$ cat config.mk
export PLATFORM = sky130hd
export DESIGN_NAME = mod_counter_arbiter
export DESIGN_NICKNAME = d
export VERILOG_FILES = /design/src/rtl/mod_ctrl_pkg.sv /design/src/rtl/mod_load_counter.sv /design/src/rtl/mod_counter_arbiter.sv
export SDC_FILE = /design/constraint.sdc
export NUM_CORES = 1
export LEC_CHECK = 0
export BUFFER_PORTS_ARGS = -buffer_cell sky130_fd_sc_hd__buf_4
export CORE_UTILIZATION = 35
export CTS_BUF_LIST = sky130_fd_sc_hd__clkbuf_4 sky130_fd_sc_hd__clkbuf_8
export DETAILED_ROUTE_END_ITERATION = 10
export HOLD_SLACK_MARGIN = 0.03
export PLACE_DENSITY_LB_ADDON = 0.3
export SETUP_SLACK_MARGIN = 0.4
export SLEW_MARGIN = 20
export SYNTH_ARGS = -nofsm -noshare
export SYNTH_HDL_FRONTEND = slang
export SYNTH_SLANG_ARGS = --single-unit
$ cat constraint.sdc
create_clock -name clk -period 3.9 [get_ports clk]
set_input_delay 0.78 -clock clk [delete_from_list [all_inputs] [get_ports clk]]
set_output_delay 0.78 -clock clk [all_outputs]
set_load 0.05 [all_outputs]
$ cat src/rtl/mod_ctrl_pkg.sv
// ============================================================================
// Module  : mod_ctrl_pkg
// Purpose : Shared definitions for the counter arbiter: FSM state encodings,
//           the modulus clamp function and the round-robin pick function.
// Ports   : none (package)
// Rev     : 1.0  initial release
// ============================================================================
`default_nettype none

package mod_ctrl_pkg;

  localparam int unsigned ST_W = 2;
  typedef logic [ST_W-1:0] state_t;

  localparam state_t ST_IDLE = 2'd0;
  localparam state_t ST_RUN  = 2'd1;
  localparam state_t ST_DONE = 2'd2;

  // Widest requester vector rr_pick can scan.
  localparam int unsigned RR_MAX = 32;

  // Zero would never reach terminal count, so it is served as a 1-cycle interval.
  function automatic int unsigned clamp_load(input int unsigned value,
                                             input int unsigned maxload);
    if (value == 32'd0)
      return 32'd1;
    else if (value > maxload)
      return maxload;
    else
      return value;
  endfunction

  // First set request at or after ptr, wrapping modulo n. Returns ptr when
  // nothing is set; callers only use the result when some request is set.
  // The loop bound is constant so the scan unrolls to a fixed priority chain.
  function automatic int unsigned rr_pick(input logic [RR_MAX-1:0] req,
                                          input int unsigned       ptr,
                                          input int unsigned       n);
    int unsigned idx;
    int unsigned pick;
    logic        found;
    pick  = ptr;
    found = 1'b0;
    for (int unsigned k = 0; k < RR_MAX; k++) begin
      idx = ptr + k;
      if (idx >= n)
        idx = idx - n;
      if ((k < n) && !found && req[idx[4:0]]) begin
        pick  = idx;
        found = 1'b1;
      end
    end
    return pick;
  endfunction

endpackage

`default_nettype wire

$ cat src/rtl/mod_load_counter.sv
// ============================================================================
// Module  : mod_load_counter
// Purpose : CW-bit up counter with a latched modulus L. Counts 0..L-1 while
//           en is high and wraps to 0 on terminal count.
// Ports   : clk, reset_n (async, active-low)
//           load     - latch load_val as modulus and restart from 0
//           load_val - modulus to latch (already clamped to >= 1)
//           clr      - synchronous clear of the count
//           en       - count enable
//           cnt      - current count
//           tc       - terminal count: en && cnt == L-1
// Rev     : 1.0  initial release
// ============================================================================
`default_nettype none

module mod_load_counter #(
  parameter int CW = 9
) (
  input  logic          clk,
  input  logic          reset_n,
  input  logic          load,
  input  logic [CW-1:0] load_val,
  input  logic          clr,
  input  logic          en,
  output logic [CW-1:0] cnt,
  output logic          tc
);

  logic [CW-1:0] modulus;

  assign tc = en && (cnt == (modulus - 1'b1));

  always_ff @(posedge clk or negedge reset_n) begin
    if (!reset_n) begin
      cnt     <= '0;
      modulus <= CW'(1);
    end else if (load) begin
      modulus <= load_val;
      cnt     <= '0;
    end else if (clr) begin
      cnt <= '0;
    end else if (en) begin
      cnt <= tc ? '0 : cnt + 1'b1;
    end
  end

endmodule

`default_nettype wire

$ cat src/rtl/mod_counter_arbiter.sv
// ============================================================================
// Module  : mod_counter_arbiter
// Purpose : Shares one programmable modulus counter between NREQ requesters
//           using round-robin arbitration. The owner's interval runs to
//           terminal count, then the owner receives a one-cycle done pulse.
// Ports   : clk, reset_n (async, active-low)
//           req    [NREQ]    - level requests, held until done or abort
//           load_i [NREQ*CW] - per-requester modulus, slice i at [i*CW +: CW]
//           enable           - count qualifier, low pauses the interval
//           gnt    [NREQ]    - one-hot owner while running, zero when free
//           count  [CW]      - current count of the running interval
//           busy             - high in RUN and DONE
//           done   [NREQ]    - one-cycle completion pulse to the owner
// Rev     : 1.0  initial release
// ============================================================================
`default_nettype none

module mod_counter_arbiter
  import mod_ctrl_pkg::*;
#(
  parameter int NREQ    = 4,
  parameter int MAXLOAD = 500,
  parameter int CW      = $clog2(MAXLOAD + 1)
) (
  input  logic               clk,
  input  logic               reset_n,
  input  logic [NREQ-1:0]    req,
  input  logic [NREQ*CW-1:0] load_i,
  input  logic               enable,
  output logic [NREQ-1:0]    gnt,
  output logic [CW-1:0]      count,
  output logic               busy,
  output logic [NREQ-1:0]    done
);

  localparam int IW = (NREQ > 1) ? $clog2(NREQ) : 1;

  state_t        state;
  state_t        state_nxt;
  logic [IW-1:0] owner;
  logic [IW-1:0] owner_inc;
  logic [IW-1:0] rr_ptr;
  logic [IW-1:0] winner;
  logic [NREQ-1:0] owner_oh;
  logic [CW-1:0] win_load;
  logic [CW-1:0] win_load_cl;
  logic          start;
  logic          abort;
  logic          cnt_en;
  logic          tc;

  // --------------------------------------------------------------------------
  // Arbitration and owner bookkeeping
  // --------------------------------------------------------------------------
  assign winner      = IW'(rr_pick(RR_MAX'(req), 32'(rr_ptr), NREQ));
  assign win_load    = load_i[winner*CW +: CW];
  assign win_load_cl = CW'(clamp_load(32'(win_load), MAXLOAD));
  assign owner_inc   = (owner == IW'(NREQ - 1)) ? '0 : owner + 1'b1;
  assign owner_oh    = NREQ'(1) << owner;

  assign start  = (state == ST_IDLE) && (|req);
  // Abort is evaluated before terminal count: it gates the counter enable,
  // so tc can never fire in the same cycle as an abort.
  assign abort  = (state == ST_RUN) && !req[owner];
  assign cnt_en = (state == ST_RUN) && enable && !abort;

  always_ff @(posedge clk or negedge reset_n) begin
    if (!reset_n) begin
      owner  <= '0;
      rr_ptr <= '0;
    end else begin
      if (start)
        owner <= winner;
      if (abort || (state == ST_DONE))
        rr_ptr <= owner_inc;
    end
  end

  // --------------------------------------------------------------------------
  // Shared counter; the modulus is captured only at grant time
  // --------------------------------------------------------------------------
  mod_load_counter #(
    .CW (CW)
  ) u_counter (
    .clk      (clk),
    .reset_n  (reset_n),
    .load     (start),
    .load_val (win_load_cl),
    .clr      (abort),
    .en       (cnt_en),
    .cnt      (count),
    .tc       (tc)
  );

  // --------------------------------------------------------------------------
  // FSM: state register
  // --------------------------------------------------------------------------
  always_ff @(posedge clk or negedge reset_n) begin
    if (!reset_n)
      state <= ST_IDLE;
    else
      state <= state_nxt;
  end

  // --------------------------------------------------------------------------
  // FSM: next state
  // --------------------------------------------------------------------------
  always_comb begin
    state_nxt = state;
    case (state)
      ST_IDLE: if (|req) state_nxt = ST_RUN;
      ST_RUN: begin
        if (abort)
          state_nxt = ST_IDLE;
        else if (tc)
          state_nxt = ST_DONE;
      end
      ST_DONE: state_nxt = ST_IDLE;
      default: state_nxt = ST_IDLE;
    endcase
  end

  // --------------------------------------------------------------------------
  // FSM: outputs (decoded from registered state and owner, so reset clears
  // them asynchronously)
  // --------------------------------------------------------------------------
  always_comb begin
    gnt  = '0;
    done = '0;
    busy = 1'b0;
    case (state)
      ST_RUN: begin
        gnt  = owner_oh;
        busy = 1'b1;
      end
      ST_DONE: begin
        done = owner_oh;
        busy = 1'b1;
      end
      default: ;
    endcase
  end

endmodule

`default_nettype wire

Word level (Yosys, flattened, before mapping)
Cells that the tools add are included.
Storage, ports and cells
  register bits after elaboration: 24
  input bits: 43
  output and inout bits: 18
  word-level logic and storage cells: 89
Cells by class
  $add $sub $neg: 10
  multiply operators: 1
  order comparisons: 10
  equal/unequal tests: 6
  shift-type cells: 2
  mux-type cells: 35
  reductions and logical operators: 20
Operator list (number)
  $mux 9: 6
  $shiftx 36x7->9: 1
  $lt 5x6->1 const B: 4
  $bmux 1 s5: 4
  $mux 5: 4
  $mux 2: 8
  $sub 3x3->4 const B: 3
  $add 9x1->9 const B: 1
  $eq 9x9->1: 1
  $ge 3x3->1 const B: 3
  $gt 9x9->1 const B: 1
  $logic_not 9->1: 1
  $mux 1: 9
  $sub 9x1->9 const B: 1
  $logic_and 1x1->1: 8
  $mux 4: 2
  $add 2x2->3 const B: 2
  $mul 2x4->6 const B: 1
  $logic_not 1->1: 5
  $eq 2x2->1 const B: 2
  $pmux 2 s2: 1
  $reduce_or 4->1: 1
  $shl 1x2->4 const A: 1
  $sub 2x3->4 const B: 1
  13 further kinds: 13

Logic depth before layout (Yosys ltp)
Gate-level depths: netlist (run 1).
  depth after elaboration: 19
  depth in mapped cells: 13
  depth with buffers taken out: 11

Hierarchy
Synthesis (run 1) repeated with hierarchy kept, for this count alone.
Unflattened totals
  cells, all modules: 293
  area, all modules: 2760.1 µm²
Modules (own cells, without submodules)
  mod_counter_arbiter: instances 1, cells each 176, area an instance 1592.8 µm², sequential area each 150.1 µm²
  mod_load_counter: instances 1, cells each 117, area an instance 1167.4 µm², sequential area each 451.7 µm²

Worst setup path before layout (run 1)
OpenSTA, ideal clock, no wires.
  path kind: reg2reg
  from: reg rr_ptr[0]
  to: reg u_counter.modulus[2]
  library setup time: 0.123 ns
  data arrival time: 3.188 ns
  required time: 3.777 ns
  setup slack: 0.590 ns
  stages on the path, launching flop included: 14
  path buffers: 3
  period minus slack after synthesis: 3.310 ns
  cell sequence: dfrtp_1 buf_2 inv_1 ha_1 buf_1 a21oi_1 or3b_1 and4_1 nor2_2 buf_6 mux4_2 nor4_1 nand3_1 o221a_1
Between the ends
  longest elaborated chain between the ends: 19
  elaborated cells between the ends (all ways): 42
  those cells by class: 7 x add/sub; 1 x mul; 5 x order compare; 1 x shift; 21 x mux; 7 x reduce/logical
Ends and longest elaborated chain
  from (decl): RTL line mod_counter_arbiter.sv:42  | logic [IW-1:0] rr_ptr;
  from (signal assigned): RTL line mod_counter_arbiter.sv:75  | rr_ptr <= owner_inc;
  parallel branches: the longest is 13 deep, another holds $sub 3x3->4
  $mux 2 *: RTL line mod_ctrl_pkg.sv:48  | if ((k < n) && !found && req[idx[4:0]]) begin
  $mul 2x4->6 *: RTL line mod_counter_arbiter.sv:56  | assign win_load = load_i[winner*CW +: CW];
  $shiftx 36x7->9 *: RTL line mod_counter_arbiter.sv:56
  $gt 9x9->1: RTL line mod_ctrl_pkg.sv:27  | else if (value > maxload)
  $mux 9: RTL line mod_ctrl_pkg.sv:27
  $mux 9 *: RTL line mod_ctrl_pkg.sv:25  | if (value == 32'd0)
  to (signal assigned): RTL line mod_load_counter.sv:38  | modulus <= load_val;
  to (decl): RTL line mod_load_counter.sv:29  | logic [CW-1:0] modulus;
Every way passes the cells marked *. The select of a mux whose other input is x is not followed.
A chain may end at the register's enable or synchronous reset.

Final worst setup path (run 1)
Ends and elaborated chain as after synthesis.

==> impl_results.html, run 1 <==
<table>
<tr><th>Metric</th><th>Value</th></tr>
<tr><th colspan="2">Global routing</th></tr>
<tr><td>GRT overflow</td><td>0</td></tr>
<tr><td>Number of global-route vias before repair</td><td>~1.9k</td></tr>
<tr><td>Global-route wire length before repair</td><td>around 8600 µm</td></tr>
<tr><td>Aggregate global-route resource usage</td><td>16.62%</td></tr>
<tr><td>Largest net degree at the start of global routing</td><td>25</td></tr>
<tr><td>Number of antenna violations at the first check in global routing</td><td>0</td></tr>
<tr><th colspan="2">Setup path</th></tr>
<tr><td>Destination of the worst register-to-register timing path</td><td>u_counter.modulus[2]</td></tr>
<tr><td>FF-to-FF Start</td><td>rr_ptr[0]</td></tr>
<tr><td>Launching instance or port of the critical path</td><td>rr_ptr[0]</td></tr>
<tr><td>WS Path Type</td><td>flip-flop to flip-flop</td></tr>
<tr><td>Termination of the worst setup path</td><td>u_counter.modulus[2]</td></tr>
<tr><td>Data required time at the worst endpoint</td><td>around 4.1 ns</td></tr>
<tr><td>Maximum fanout encountered on the critical timing path</td><td>11</td></tr>
<tr><td>Most used cell, CP</td><td>sky130_fd_sc_hd__nor2_2</td></tr>
<tr><td>Library cell contributing the largest single delay on the critical path</td><td>sky130_fd_sc_hd__mux4_2</td></tr>
<tr><td>Combined buffer and inverter count along the critical path</td><td>2</td></tr>
<tr><td>CP Data Arrival Time</td><td>3.38 ns</td></tr>
<tr><td>Setup crit start kind</td><td>flip-flop</td></tr>
<tr><td>Kind of cell with the highest combined delay on the critical path</td><td>multiplexers</td></tr>
<tr><td>Number of gates on the worst path with buffers counted</td><td>11</td></tr>
<tr><td>Ordered list of cells on the worst path</td><td>buf_4 -&gt; mux2_2 -&gt; a21oi_1 -&gt; or3b_1 -&gt; and4_1 -&gt; nor2_2 -&gt; buf_6 -&gt; mux4_2 -&gt; nor2_2 -&gt; o41ai_4 -&gt; o221a_1</td></tr>
<tr><td>FF-to-FF path depth</td><td>11</td></tr>
<tr><td>Highest cell delay on the worst timing path</td><td>0.54 ns</td></tr>
<tr><td>Sort of element at the end of the critical path</td><td>flip-flop</td></tr>
<tr><td>Register-to-register setup slack</td><td>a little under 0.7 ns</td></tr>
<tr><th colspan="2">Floorplan</th></tr>
<tr><td># rows</td><td>28</td></tr>
<tr><td>Die outline area</td><td>between 0.006 and 0.007 mm²</td></tr>
<tr><td>Core area</td><td>0.005991 mm²</td></tr>
<tr><td>Die Wd</td><td>81.39 µm</td></tr>
<tr><td>Starting utilization of the core area</td><td>36.82%</td></tr>
<tr><td>Die height</td><td>81.39 µm</td></tr>
<tr><td>I/O pin count</td><td>61</td></tr>
<tr><th colspan="2">Place</th></tr>
<tr><td>Placer Congestion</td><td>0.8294</td></tr>
<tr><td>Half-perimeter wire length of the detailed placement result</td><td>3931 µm</td></tr>
<tr><td>Inst Count DP</td><td>approximately 370</td></tr>
<tr><td>Port Buf Inserts</td><td>60</td></tr>
<tr><td>Post-place instance area</td><td>0.002731 mm²</td></tr>
<tr><th colspan="2">Synth</th></tr>
<tr><td>Post-synthesis cell count</td><td>241</td></tr>
<tr><td>Total of warnings raised by yosys</td><td>0</td></tr>
<tr><td>Proportion of netlist area held by the largest area contributor</td><td>26.09%</td></tr>
<tr><td>Share of synthesized area occupied by flip-flops and latches</td><td>27.28%</td></tr>
<tr><td>Number of enable flip-flop cells after synthesis</td><td>0</td></tr>
<tr><td>Proportion of register bits with asynchronous set or reset after synthesis</td><td>100.0%</td></tr>
<tr><td>Mean cell area of the mapped netlist</td><td>about 9.2 µm²</td></tr>
<tr><td>Cell type with the largest total area after synthesis</td><td>sky130_fd_sc_hd__dfrtp_1</td></tr>
<tr><td>Count of state elements after synthesis</td><td>24</td></tr>
<tr><td>Synth Cell Area</td><td>0.002206 mm²</td></tr>
<tr><td>Synthesized Nets</td><td>298</td></tr>
<tr><td>Ranking of synthesized cells by instance count</td><td>31 x sky130_fd_sc_hd__nand2_1, 23 x sky130_fd_sc_hd__dfrtp_1, 15 x sky130_fd_sc_hd__o21ai_0, 14 x sky130_fd_sc_hd__ha_1, 14 x sky130_fd_sc_hd__inv_1</td></tr>
<tr><td>Largest cells by area after synthesis</td><td>sky130_fd_sc_hd__dfrtp_1 26%, sky130_fd_sc_hd__mux4_2 9.2%, sky130_fd_sc_hd__ha_1 7.9%</td></tr>
<tr><td>Count of different cell masters after synthesis</td><td>51</td></tr>
<tr><td>Most used flip-flop cell after synthesis</td><td>sky130_fd_sc_hd__dfrtp_1</td></tr>
<tr><td>Most common cell in the synthesized netlist</td><td>sky130_fd_sc_hd__nand2_1</td></tr>
<tr><th colspan="2">Power</th></tr>
<tr><td>Power consumption</td><td>2176 µW</td></tr>
<tr><td>Worst vdd rail ir drop</td><td>approximately 280 µV</td></tr>
<tr><td>Ratio of total power to cell area</td><td>~780 mW/mm²</td></tr>
<tr><td>Leakage component of the power</td><td>roughly 0.0013 µW</td></tr>
<tr><th colspan="2">Flow run</th></tr>
<tr><td>Max-cap viol count</td><td>0</td></tr>
<tr><th colspan="2">STA</th></tr>
<tr><td>Final-report setup violation count</td><td>0</td></tr>
<tr><td>Final-report max-slew violation count</td><td>0</td></tr>
<tr><td>RSZ-0062 raised after global routing</td><td>no</td></tr>
<tr><td>Final Hold Viols</td><td>0</td></tr>
<tr><td>Actual transition at the worst max-transition pin</td><td>0.9287 ns</td></tr>
<tr><td>Summed negative setup slack over all endpoints</td><td>0 ns</td></tr>
<tr><td>Post-route clock period utilization</td><td>82.55%</td></tr>
<tr><td>F_max</td><td>310.6 MHz</td></tr>
<tr><td>Worst setup skew after layout</td><td>between 0.001 and 0.0015 ns</td></tr>
<tr><td>Smallest hold slack</td><td>between 0.3 and 0.4 ns</td></tr>
<tr><td>Max-slew headroom</td><td>37.96%</td></tr>
<tr><td>Final min period</td><td>3.219 ns</td></tr>
<tr><th colspan="2">CTS</th></tr>
<tr><td>H-tree Lvls</td><td>1</td></tr>
<tr><td>Later-pin clock latency in the skew report</td><td>0.27 ns</td></tr>
<tr><td>Buffers from clock root to sink, at most</td><td>2</td></tr>
<tr><td>Hold bufs inserted after CTS</td><td>0</td></tr>
<tr><td>Clock root cell</td><td>sky130_fd_sc_hd__clkbuf_8</td></tr>
<tr><td>TritonCTS clock tree</td><td>built</td></tr>
<tr><td>Cts bufs inserted</td><td>3</td></tr>
<tr><td>Number of sinks handled by clock tree synthesis</td><td>24</td></tr>
<tr><td>Clock transition at the registers of the reported paths</td><td>0.08 ns</td></tr>
<tr><th colspan="2">Finish</th></tr>
<tr><td>Finished layout cell area</td><td>0.002801 mm²</td></tr>
<tr><td>Diode count</td><td>0</td></tr>
<tr><td>Share of cells above drive strength 1</td><td>30.56%</td></tr>
<tr><td>Layout-stage area growth over the synthesis result</td><td>27.00%</td></tr>
<tr><td>Layout fillers</td><td>about 590</td></tr>
<tr><td>Final #Nets</td><td>359</td></tr>
<tr><td>Post-route non-filler standard cell count</td><td>376</td></tr>
<tr><th colspan="2">Outcome</th></tr>
<tr><td>Outcome</td><td>finished, final reports clean</td></tr>
<tr><th colspan="2">Hold path</th></tr>
<tr><td>Worst min-delay path class</td><td>primary input to asynchronous set/reset pin</td></tr>
<tr><th colspan="2">Route</th></tr>
<tr><td>Number of design-rule violations left by the first detailed-router iteration</td><td>81</td></tr>
<tr><td>Total length of routed wires</td><td>just under 5000 µm</td></tr>
<tr><td>Number of DRC violations after detailed routing</td><td>0</td></tr>
<tr><td>Post-route ant nets</td><td>0</td></tr>
<tr><td>Vias per cell</td><td>5.173</td></tr>
<tr><td>Avg WL per Cell</td><td>12.92 µm</td></tr>
<tr><td>Via count</td><td>1945</td></tr>
<tr><td>Total iterations of the first detailed-routing run</td><td>4</td></tr>
</table>
[through the flow]
step	util [%]	setup slack [ns]
after floorplan	-	0.5895
after global placement	45.59	0.4402
after detailed placement	45.59	0.3892
after CTS	46.51	0.4381
after global routing	46.76	0.4458
final	46.76	0.6807
[sequential cells by signal, summed over array words and instances (netlist names)]
name	flops
owner	2
u_counter.modulus	9
u_counter.cnt	9
state	2
rr_ptr	2
[kinds of logic after synthesis]
group / count (synthesis) / share of synthesized area [%]
xor+xnor: 14 / 5.559
mux: 26 / 18.77
buf+inv: 23 / 4.764
compound gates: 41 / 12.48
flops: 24 / 27.28
fa+ha+maj: 14 / 7.941
simple gates: 99 / 23.20
[area by class of cell]
class / instances / area [µm²] / area share, %
Clock buffer: 4 / 55.05 / 1.965
Inverter: 15 / 56.30 / 2.010
Multi-Input combinational cell: 194 / 1508 / 53.82
Sequential cell: 24 / 604.3 / 21.57
Tap cell: 75 / 93.84 / 3.350
Timing Repair Buffer: 64 / 484.2 / 17.28
[timing repair]
action | CTS | global route
setup buffers | 0 | 0
gates resized for setup | 0 | 6
endpoints found under the setup margin | 0 | 4
[layout by cell type (no fill, tap or decap), drive strengths merged, types with 2 or more instances in the layout]
cell type / n
nor2: 15
nand2b: 8
xnor2: 9
mux2i: 11
o21ai: 22
nor3: 6
nor2b: 3
dfrtp: 23
a31oi: 2
ha: 14
nand4: 2
o31ai: 2
or4b: 2
clkbuf: 4
mux4: 11
nor4: 4
nand2: 31
nand3: 7
inv: 15
or4: 2
and2: 9
o22ai: 3
buf: 64
mux2: 4
a21oi: 3
xor2: 5
and3: 4
[layer usage]
metal	GRT usage (%)	vias up	routed length, µm	share of wire (%)
met5	0	-	0	0
met4	4.821	0	31	0.64
met3	2.247	3	248	5.1
met2	26.42	64	2223	46
met1	23.26	889	2356	48
li1	-	989	-	-
[report_power, final]
group	switching, µW	leakage [µW]	total, µW	internal (µW)
clock network	79.3	0.0000288	170	90.2
logic	833	0.000962	1530	697
registers	131	0.000303	476	345
[worst min-delay path by stage]
| stage | startpoint | to | slack (ns) | cells after the start |
|---|---|---|---|---|
| finish | reset_n | u_counter.cnt[6] | 0.39 | 1 |
| detailed placement | u_counter.modulus[8] | u_counter.modulus[8] | 0.50 | 2 |
| CTS | reset_n | u_counter.cnt[6] | 0.40 | 1 |
| global route | reset_n | u_counter.cnt[4] | 0.41 | 1 |
| floorplan | u_counter.modulus[8] | u_counter.modulus[8] | 0.47 | 2 |
| global placement | u_counter.modulus[8] | u_counter.modulus[8] | 0.48 | 2 |
Note: power is estimated with default switching activity, not from simulation.
==> run 2: changes to the inputs <==
ABC_AREA = 1   (was unset)
clock period = 2.7 ns   (was 3.9 ns; I/O delays follow)
==> impl_results.html, run 2 <==
<table>
<tr><th>Metric</th><th>Value</th></tr>
<tr><th colspan="2">Outcome</th></tr>
<tr><td>Outcome</td><td>finished, final reports clean</td></tr>
<tr><th colspan="2">STA</th></tr>
<tr><td>Actual transition at the worst max-transition pin</td><td>0.4950 ns</td></tr>
<tr><td>Post-route clock period utilization</td><td>90.75%</td></tr>
<tr><td>Worst setup skew after layout</td><td>0.004260 ns</td></tr>
<tr><td>Setup slack of the critical path after layout</td><td>0.2498 ns</td></tr>
<tr><td>Final Hold Viols</td><td>0</td></tr>
<tr><td>RSZ-0062 raised after global routing</td><td>yes</td></tr>
<tr><td>Final min period</td><td>2.450 ns</td></tr>
<tr><td>F_max</td><td>408.1 MHz</td></tr>
<tr><td>Final-report setup violation count</td><td>0</td></tr>
<tr><td>Final-report max-slew violation count</td><td>0</td></tr>
<tr><td>Summed negative setup slack over all endpoints</td><td>0 ns</td></tr>
<tr><td>Max-slew headroom</td><td>66.70%</td></tr>
<tr><td>Smallest hold slack</td><td>0.1582 ns</td></tr>
<tr><th colspan="2">Finish</th></tr>
<tr><td>Layout fillers</td><td>668</td></tr>
<tr><td>Most common cell after layout, fill and taps aside</td><td>sky130_fd_sc_hd__nand2_1</td></tr>
<tr><td>Final #Nets</td><td>518</td></tr>
<tr><td>Regs by FF count</td><td>u_counter.cnt: 9 flops, u_counter.modulus: 9 flops</td></tr>
<tr><td>Layout-stage area growth over the synthesis result</td><td>45.39%</td></tr>
<tr><td>Share of cells above drive strength 1</td><td>35.65%</td></tr>
<tr><td>Diode count</td><td>0</td></tr>
<tr><td>Most frequent cells in the layout</td><td>97 x sky130_fd_sc_hd__nand2_1, 73 x sky130_fd_sc_hd__buf_4, 47 x sky130_fd_sc_hd__inv_1</td></tr>
<tr><td>Finished layout cell area</td><td>0.003607 mm²</td></tr>
<tr><th colspan="2">Synth</th></tr>
<tr><td>Share of synthesized area occupied by flip-flops and latches</td><td>24.26%</td></tr>
<tr><td>Most used flip-flop cell after synthesis</td><td>sky130_fd_sc_hd__dfrtp_1</td></tr>
<tr><td>Mean cell area of the mapped netlist</td><td>about 6.5 µm²</td></tr>
<tr><td>Ranking of synthesized cells by instance count</td><td>116 x sky130_fd_sc_hd__nand2_1, 52 x sky130_fd_sc_hd__inv_1, 50 x sky130_fd_sc_hd__nand3_1, 23 x sky130_fd_sc_hd__dfrtp_1, 17 x sky130_fd_sc_hd__xor2_1</td></tr>
<tr><td>Cell type with the largest total area after synthesis</td><td>sky130_fd_sc_hd__dfrtp_1</td></tr>
<tr><td>Total of warnings raised by yosys</td><td>0</td></tr>
<tr><td>Count of state elements after synthesis</td><td>24</td></tr>
<tr><td>Synth Cell Area</td><td>0.002481 mm²</td></tr>
<tr><td>Most common cell in the synthesized netlist</td><td>sky130_fd_sc_hd__nand2_1</td></tr>
<tr><td>Count of different cell masters after synthesis</td><td>34</td></tr>
<tr><td>Synthesized Nets</td><td>roughly 440</td></tr>
<tr><td>Largest cells by area after synthesis</td><td>sky130_fd_sc_hd__dfrtp_1 23%, sky130_fd_sc_hd__nand2_1 18%, sky130_fd_sc_hd__nand3_1 10%</td></tr>
<tr><td>Proportion of netlist area held by the largest area contributor</td><td>between 20% and 30%</td></tr>
<tr><td>Proportion of register bits with asynchronous set or reset after synthesis</td><td>100.0%</td></tr>
<tr><td>Post-synthesis cell count</td><td>380</td></tr>
<tr><td>Number of enable flip-flop cells after synthesis</td><td>0</td></tr>
<tr><th colspan="2">Setup path</th></tr>
<tr><td>Termination of the worst setup path</td><td>u_counter.modulus[1]</td></tr>
<tr><td>Launching instance or port of the critical path</td><td>rr_ptr[0]</td></tr>
<tr><td>Maximum fanout encountered on the critical timing path</td><td>5</td></tr>
<tr><td>Sort of element at the end of the critical path</td><td>flip-flop</td></tr>
<tr><td>Library cell contributing the largest single delay on the critical path</td><td>sky130_fd_sc_hd__dfrtp_2</td></tr>
<tr><td>CP Data Arrival Time</td><td>2.60 ns</td></tr>
<tr><td>FF-to-FF Start</td><td>rr_ptr[0]</td></tr>
<tr><td>Setup crit start kind</td><td>flip-flop</td></tr>
<tr><td>WS Path Type</td><td>flip-flop to flip-flop</td></tr>
<tr><td>Ordered list of cells on the worst path</td><td>buf_6 -&gt; ha_1 -&gt; inv_1 -&gt; nand2_2 -&gt; nand3_2 -&gt; nand2_2 -&gt; inv_4 -&gt; nand2_4 -&gt; nand2_8 -&gt; nand2_8 -&gt; buf_12 -&gt; nand2_1 -&gt; nand3_1 -&gt; nand2_2 -&gt; nor2_2 -&gt; nor2_4 -&gt; nand3_2 -&gt; nand3_2 -&gt; o21ai_1</td></tr>
<tr><td>Register-to-register setup slack</td><td>0.25 ns</td></tr>
<tr><td>Destination of the worst register-to-register timing path</td><td>u_counter.modulus[1]</td></tr>
<tr><td>Highest cell delay on the worst timing path</td><td>between 0.4 and 0.5 ns</td></tr>
<tr><td>FF-to-FF path depth</td><td>19</td></tr>
<tr><td>Data required time at the worst endpoint</td><td>2.85 ns</td></tr>
<tr><th colspan="2">Global routing</th></tr>
<tr><td>Number of antenna violations at the first check in global routing</td><td>0</td></tr>
<tr><td>Global-route wire length before repair</td><td>~12000 µm</td></tr>
<tr><td>Number of global-route vias before repair</td><td>2654</td></tr>
<tr><td>Aggregate global-route resource usage</td><td>19.19%</td></tr>
<tr><td>Largest net degree at the start of global routing</td><td>25</td></tr>
<tr><td>GRT overflow</td><td>0</td></tr>
<tr><th colspan="2">Route</th></tr>
<tr><td>Via count</td><td>2730</td></tr>
<tr><td>Vias per cell</td><td>4.910</td></tr>
<tr><td>Total length of routed wires</td><td>between 7000 and 8000 µm</td></tr>
<tr><td>Number of DRC violations after detailed routing</td><td>0</td></tr>
<tr><td>Post-route ant nets</td><td>0</td></tr>
<tr><td>Avg WL per Cell</td><td>between 10 and 15 µm</td></tr>
<tr><td>Total iterations of the first detailed-routing run</td><td>5</td></tr>
<tr><td>Number of design-rule violations left by the first detailed-router iteration</td><td>129</td></tr>
<tr><th colspan="2">Floorplan</th></tr>
<tr><td>Die outline area</td><td>0.007430 mm²</td></tr>
<tr><td>Die height</td><td>86.20 µm</td></tr>
<tr><td># rows</td><td>30</td></tr>
<tr><td>Die Wd</td><td>86.20 µm</td></tr>
<tr><td>Starting utilization of the core area</td><td>between 30% and 40%</td></tr>
<tr><td>I/O pin count</td><td>slightly above 60</td></tr>
<tr><td>Core area</td><td>a little under 0.007 mm²</td></tr>
<tr><th colspan="2">Place</th></tr>
<tr><td>Placer Congestion</td><td>0.8098</td></tr>
<tr><td>Post-place instance area</td><td>around 0.0030 mm²</td></tr>
<tr><td>Port Buf Inserts</td><td>60</td></tr>
<tr><td>Half-perimeter wire length of the detailed placement result</td><td>4797 µm</td></tr>
<tr><td>Post-placement setup slack</td><td>0.1156 ns</td></tr>
<tr><th colspan="2">CTS</th></tr>
<tr><td>Clock transition at the registers of the reported paths</td><td>0.09 ns</td></tr>
<tr><td>H-tree Lvls</td><td>1</td></tr>
<tr><td>Buffers from clock root to sink, at most</td><td>2</td></tr>
<tr><td>TritonCTS clock tree</td><td>built</td></tr>
<tr><td>Number of sinks handled by clock tree synthesis</td><td>24</td></tr>
<tr><td>Later-pin clock latency in the skew report</td><td>roughly 0.27 ns</td></tr>
<tr><td>Hold bufs inserted after CTS</td><td>0</td></tr>
<tr><td>Clock root cell</td><td>sky130_fd_sc_hd__clkbuf_8</td></tr>
<tr><td>Cts bufs inserted</td><td>3</td></tr>
<tr><th colspan="2">Hold path</th></tr>
<tr><td>Worst min-delay path class</td><td>primary input to asynchronous set/reset pin</td></tr>
<tr><th colspan="2">Flow run</th></tr>
<tr><td>Max-cap viol count</td><td>0</td></tr>
</table>
[run 2: final cells by class]
class / instances / area, µm² / share of cell area (%)
Timing Repair Buffer: 86 / 783.3 / 21.71
Tap cell: 96 / 120.1 / 3.330
Inverter: 56 / 220.2 / 6.105
Clock buffer: 4 / 55.05 / 1.526
Multi-Input combinational cell: 290 / 1826 / 50.61
Sequential cell: 24 / 603.1 / 16.72
[run 2: cells by family (layout without fill, tap and decap cells)]
logic type               count (synthesis)  in the layout  share of synthesized area, %
flip-flops                              24             24                         24.26
adder cells (fa/ha/maj)                 14             14                         7.060
AO/OA/AOI/OAI                           34             34                         7.867
XOR/XNOR                                21             21                         7.413
AND/OR/NAND/NOR                        220            221                         41.00
buffers and inverters                   67            146                         12.41
[run 2: per-stage QoR]
step | util [%] | cells
4_1_cts | 50.55 | 554
2_1_floorplan | - | 380
3_3_place_gp | 44.49 | 532
5_1_grt | 52.80 | 556
6_report | 52.80 | 556
3_5_place_dp | 44.49 | 532
[run 2: what timing repair did]
action,in CTS,in global routing
setup buffers,13,1
gates cloned,5,1
hold endpoints to repair,0,0
endpoints found under the setup margin,12,16
gates resized for setup,45,34
pin swaps,11,27
[run 2: worst max-delay path, delay by kind of cell (launching register included)]
family	cells	cell delay, ns
AND/OR/NAND/NOR	13	1.18
flip-flops	1	0.46
adder cells (fa/ha/maj)	1	0.18
buffers and inverters	4	0.44
AO/OA/AOI/OAI	1	0.06
[run 2: worst min path at each step]
stage	from	slack, ns	end
CTS	reset_n	0.17	u_counter.cnt[7]
detailed placement	reset_n	0.46	u_counter.cnt[7]
finish	reset_n	0.16	u_counter.cnt[4]
global placement	reset_n	0.46	state[0]
global route	reset_n	0.17	u_counter.cnt[7]
floorplan	reset_n	0.24	owner[0]
[run 2: metal layers]
layer	up-vias	track usage (%)	share of wire, %
li1	1377	-	-
met1	1261	23.78	43
met2	80	34.70	51
met3	12	2.571	4.3
met4	0	5.455	1.4
met5	-	0	0
Power of run 2 is not shown: default switching activity piles up to over one toggle a cycle in this logic, so the estimate is an artifact.
==> run 3: changes to the inputs <==
PLACE_DENSITY_LB_ADDON = 0.08   (was 0.3)
clock period = 2.4 ns   (was 2.7 ns; I/O delays follow)
==> impl_results.html, run 3 (synthesis results as in run 2) <==
<table>
<tr><th>Metric</th><th>Value</th></tr>
<tr><th colspan="2">Setup path</th></tr>
<tr><td>Maximum fanout encountered on the critical timing path</td><td>7</td></tr>
<tr><td>CP Data Arrival Time</td><td>2.56 ns</td></tr>
<tr><td>Setup crit start kind</td><td>flip-flop</td></tr>
<tr><td>WS Path Type</td><td>flip-flop to flip-flop</td></tr>
<tr><td>Register-to-register setup slack</td><td>0.06 ns</td></tr>
<tr><td>Data required time at the worst endpoint</td><td>between 2 and 3 ns</td></tr>
<tr><td>Sort of element at the end of the critical path</td><td>flip-flop</td></tr>
<tr><th colspan="2">Floorplan</th></tr>
<tr><td>I/O pin count</td><td>between 60 and 70</td></tr>
<tr><td>Die outline area</td><td>0.007430 mm²</td></tr>
<tr><td># rows</td><td>30</td></tr>
<tr><td>Die Wd</td><td>86.20 µm</td></tr>
<tr><td>Starting utilization of the core area</td><td>36.32%</td></tr>
<tr><td>Die height</td><td>86.20 µm</td></tr>
<tr><td>Core area</td><td>0.006832 mm²</td></tr>
<tr><th colspan="2">Global routing</th></tr>
<tr><td>Number of antenna violations at the first check in global routing</td><td>0</td></tr>
<tr><td>Number of global-route vias before repair</td><td>2497</td></tr>
<tr><td>Largest net degree at the start of global routing</td><td>25</td></tr>
<tr><td>GRT overflow</td><td>0</td></tr>
<tr><td>Global-route wire length before repair</td><td>between 10000 and 15000 µm</td></tr>
<tr><td>Aggregate global-route resource usage</td><td>~18%</td></tr>
<tr><th colspan="2">STA</th></tr>
<tr><td>Actual transition at the worst max-transition pin</td><td>0.5385 ns</td></tr>
<tr><td>Smallest hold slack</td><td>0.09581 ns</td></tr>
<tr><td>Worst setup skew after layout</td><td>0.006495 ns</td></tr>
<tr><td>Final Hold Viols</td><td>0</td></tr>
<tr><td>RSZ-0062 raised after global routing</td><td>yes</td></tr>
<tr><td>Post-route clock period utilization</td><td>a little over nine tenths</td></tr>
<tr><td>F_max</td><td>426.6 MHz</td></tr>
<tr><td>Final min period</td><td>2.344 ns</td></tr>
<tr><td>Final-report max-slew violation count</td><td>0</td></tr>
<tr><td>Final-report setup violation count</td><td>0</td></tr>
<tr><td>Max-slew headroom</td><td>between 60% and 70%</td></tr>
<tr><th colspan="2">CTS</th></tr>
<tr><td>Later-pin clock latency in the skew report</td><td>0.27 ns</td></tr>
<tr><td>Clock root cell</td><td>sky130_fd_sc_hd__clkbuf_8</td></tr>
<tr><td>TritonCTS clock tree</td><td>built</td></tr>
<tr><td>Number of sinks handled by clock tree synthesis</td><td>24</td></tr>
<tr><td>Buffers from clock root to sink, at most</td><td>2</td></tr>
<tr><td>H-tree Lvls</td><td>1</td></tr>
<tr><td>Cts bufs inserted</td><td>3</td></tr>
<tr><td>Clock transition at the registers of the reported paths</td><td>0.09 ns</td></tr>
<tr><th colspan="2">Route</th></tr>
<tr><td>Number of DRC violations after detailed routing</td><td>0</td></tr>
<tr><td>Total length of routed wires</td><td>6737 µm</td></tr>
<tr><td>Post-route ant nets</td><td>0</td></tr>
<tr><td>Number of design-rule violations left by the first detailed-router iteration</td><td>47</td></tr>
<tr><td>Via count</td><td>between 2k and 3k</td></tr>
<tr><td>Vias per cell</td><td>between 4 and 5</td></tr>
<tr><td>Avg WL per Cell</td><td>11.97 µm</td></tr>
<tr><td>Total iterations of the first detailed-routing run</td><td>4</td></tr>
<tr><th colspan="2">Place</th></tr>
<tr><td>Placer Congestion</td><td>0.8166</td></tr>
<tr><td>Port Buf Inserts</td><td>60</td></tr>
<tr><td>Half-perimeter wire length of the detailed placement result</td><td>about 5000 µm</td></tr>
<tr><td>Inst Count DP</td><td>about 550</td></tr>
<tr><th colspan="2">Outcome</th></tr>
<tr><td>Outcome</td><td>finished, final reports clean</td></tr>
<tr><th colspan="2">Finish</th></tr>
<tr><td>Final #Nets</td><td>525</td></tr>
<tr><td>Layout fillers</td><td>720</td></tr>
<tr><td>Regs by FF count</td><td>u_counter.cnt: 9 flops, u_counter.modulus: 9 flops</td></tr>
<tr><td>Diode count</td><td>0</td></tr>
<tr><td>Share of cells above drive strength 1</td><td>approximately 40%</td></tr>
<tr><td>Most common cell after layout, fill and taps aside</td><td>sky130_fd_sc_hd__nand2_1</td></tr>
<tr><td>Most frequent cells in the layout</td><td>98 x sky130_fd_sc_hd__nand2_1, 84 x sky130_fd_sc_hd__buf_4, 46 x sky130_fd_sc_hd__inv_1</td></tr>
<tr><td>Layout-stage area growth over the synthesis result</td><td>47.81%</td></tr>
<tr><td>Post-route non-filler standard cell count</td><td>approximately 560</td></tr>
<tr><th colspan="2">Hold path</th></tr>
<tr><td>Worst min-delay path class</td><td>primary input to asynchronous set/reset pin</td></tr>
<tr><th colspan="2">Flow run</th></tr>
<tr><td>Max-cap viol count</td><td>0</td></tr>
</table>
-- run 3: area by class of cell --
cell class / instances / area, µm² / share of cell area, %
Clock buffer: 3 / 41.29 / 1.126
Timing Repair Buffer: 93 / 772.0 / 21.05
Sequential cell: 24 / 603.1 / 16.44
Inverter: 56 / 222.7 / 6.073
Clock inverter: 1 / 30.03 / 0.8188
Tap cell: 96 / 120.1 / 3.275
Multi-Input combinational cell: 290 / 1878 / 51.21
-- run 3: through the flow --
step	instance area [µm²]	setup TNS, ns	util, %	setup slack, ns
2_1_floorplan	2536	0	-	0.1169
3_3_place_gp	3164	-0.07193	46.32	-0.02879
3_5_place_dp	3164	-0.08279	46.32	-0.03011
4_1_cts	3406	0	49.85	0.02885
5_1_grt	3667	-0.5360	53.68	-0.1403
6_report	3667	0	53.68	0.05615
-- run 3: repair_timing --
item                       in CTS  in global routing
setup endpoints to repair      20                 25
buffers inserted                7                  5
hold buffers                    0                  0
pin swaps                       3                 23
resized for setup              27                 54
cloned                          1                  1
hold endpoints to repair        0                  0
-- run 3: final timing paths --
path                                       start                    to  cells after the start
worst max-delay path                   rr_ptr[0]  u_counter.modulus[0]                     17
worst min-delay path                     reset_n              state[1]                      1
worst max register to register         rr_ptr[0]  u_counter.modulus[0]                     17
worst min register to register  u_counter.cnt[0]      u_counter.cnt[0]                      1
max in group asynchronous                reset_n  u_counter.modulus[0]                      1
min in group clk                u_counter.cnt[0]      u_counter.cnt[0]                      1
-- run 3: per-layer routing --
layer	GRT usage [%]	share of wire, %
met5	0	0
met4	2.424	0.74
met3	2.571	2.9
met2	33.41	51
met1	22.60	46
-- run 3: critical path, cell delays in order (launching register included) --
cell	delay (ns)
sky130_fd_sc_hd__dfrtp_2	0.46
sky130_fd_sc_hd__inv_8	0.04
sky130_fd_sc_hd__ha_4	0.30
sky130_fd_sc_hd__inv_4	0.05
sky130_fd_sc_hd__nand3_2	0.07
sky130_fd_sc_hd__nand3_2	0.09
sky130_fd_sc_hd__nor2_4	0.16
sky130_fd_sc_hd__nand2_4	0.08
sky130_fd_sc_hd__nor2_2	0.13
sky130_fd_sc_hd__inv_2	0.08
sky130_fd_sc_hd__nand2_4	0.11
sky130_fd_sc_hd__buf_4	0.13
sky130_fd_sc_hd__nand3_1	0.06
sky130_fd_sc_hd__o21ai_1	0.10
sky130_fd_sc_hd__nand2_1	0.07
sky130_fd_sc_hd__nor2_1	0.14
sky130_fd_sc_hd__a21oi_2	0.08
sky130_fd_sc_hd__a21oi_2	0.13
Power of run 3 is left out for the same reason.
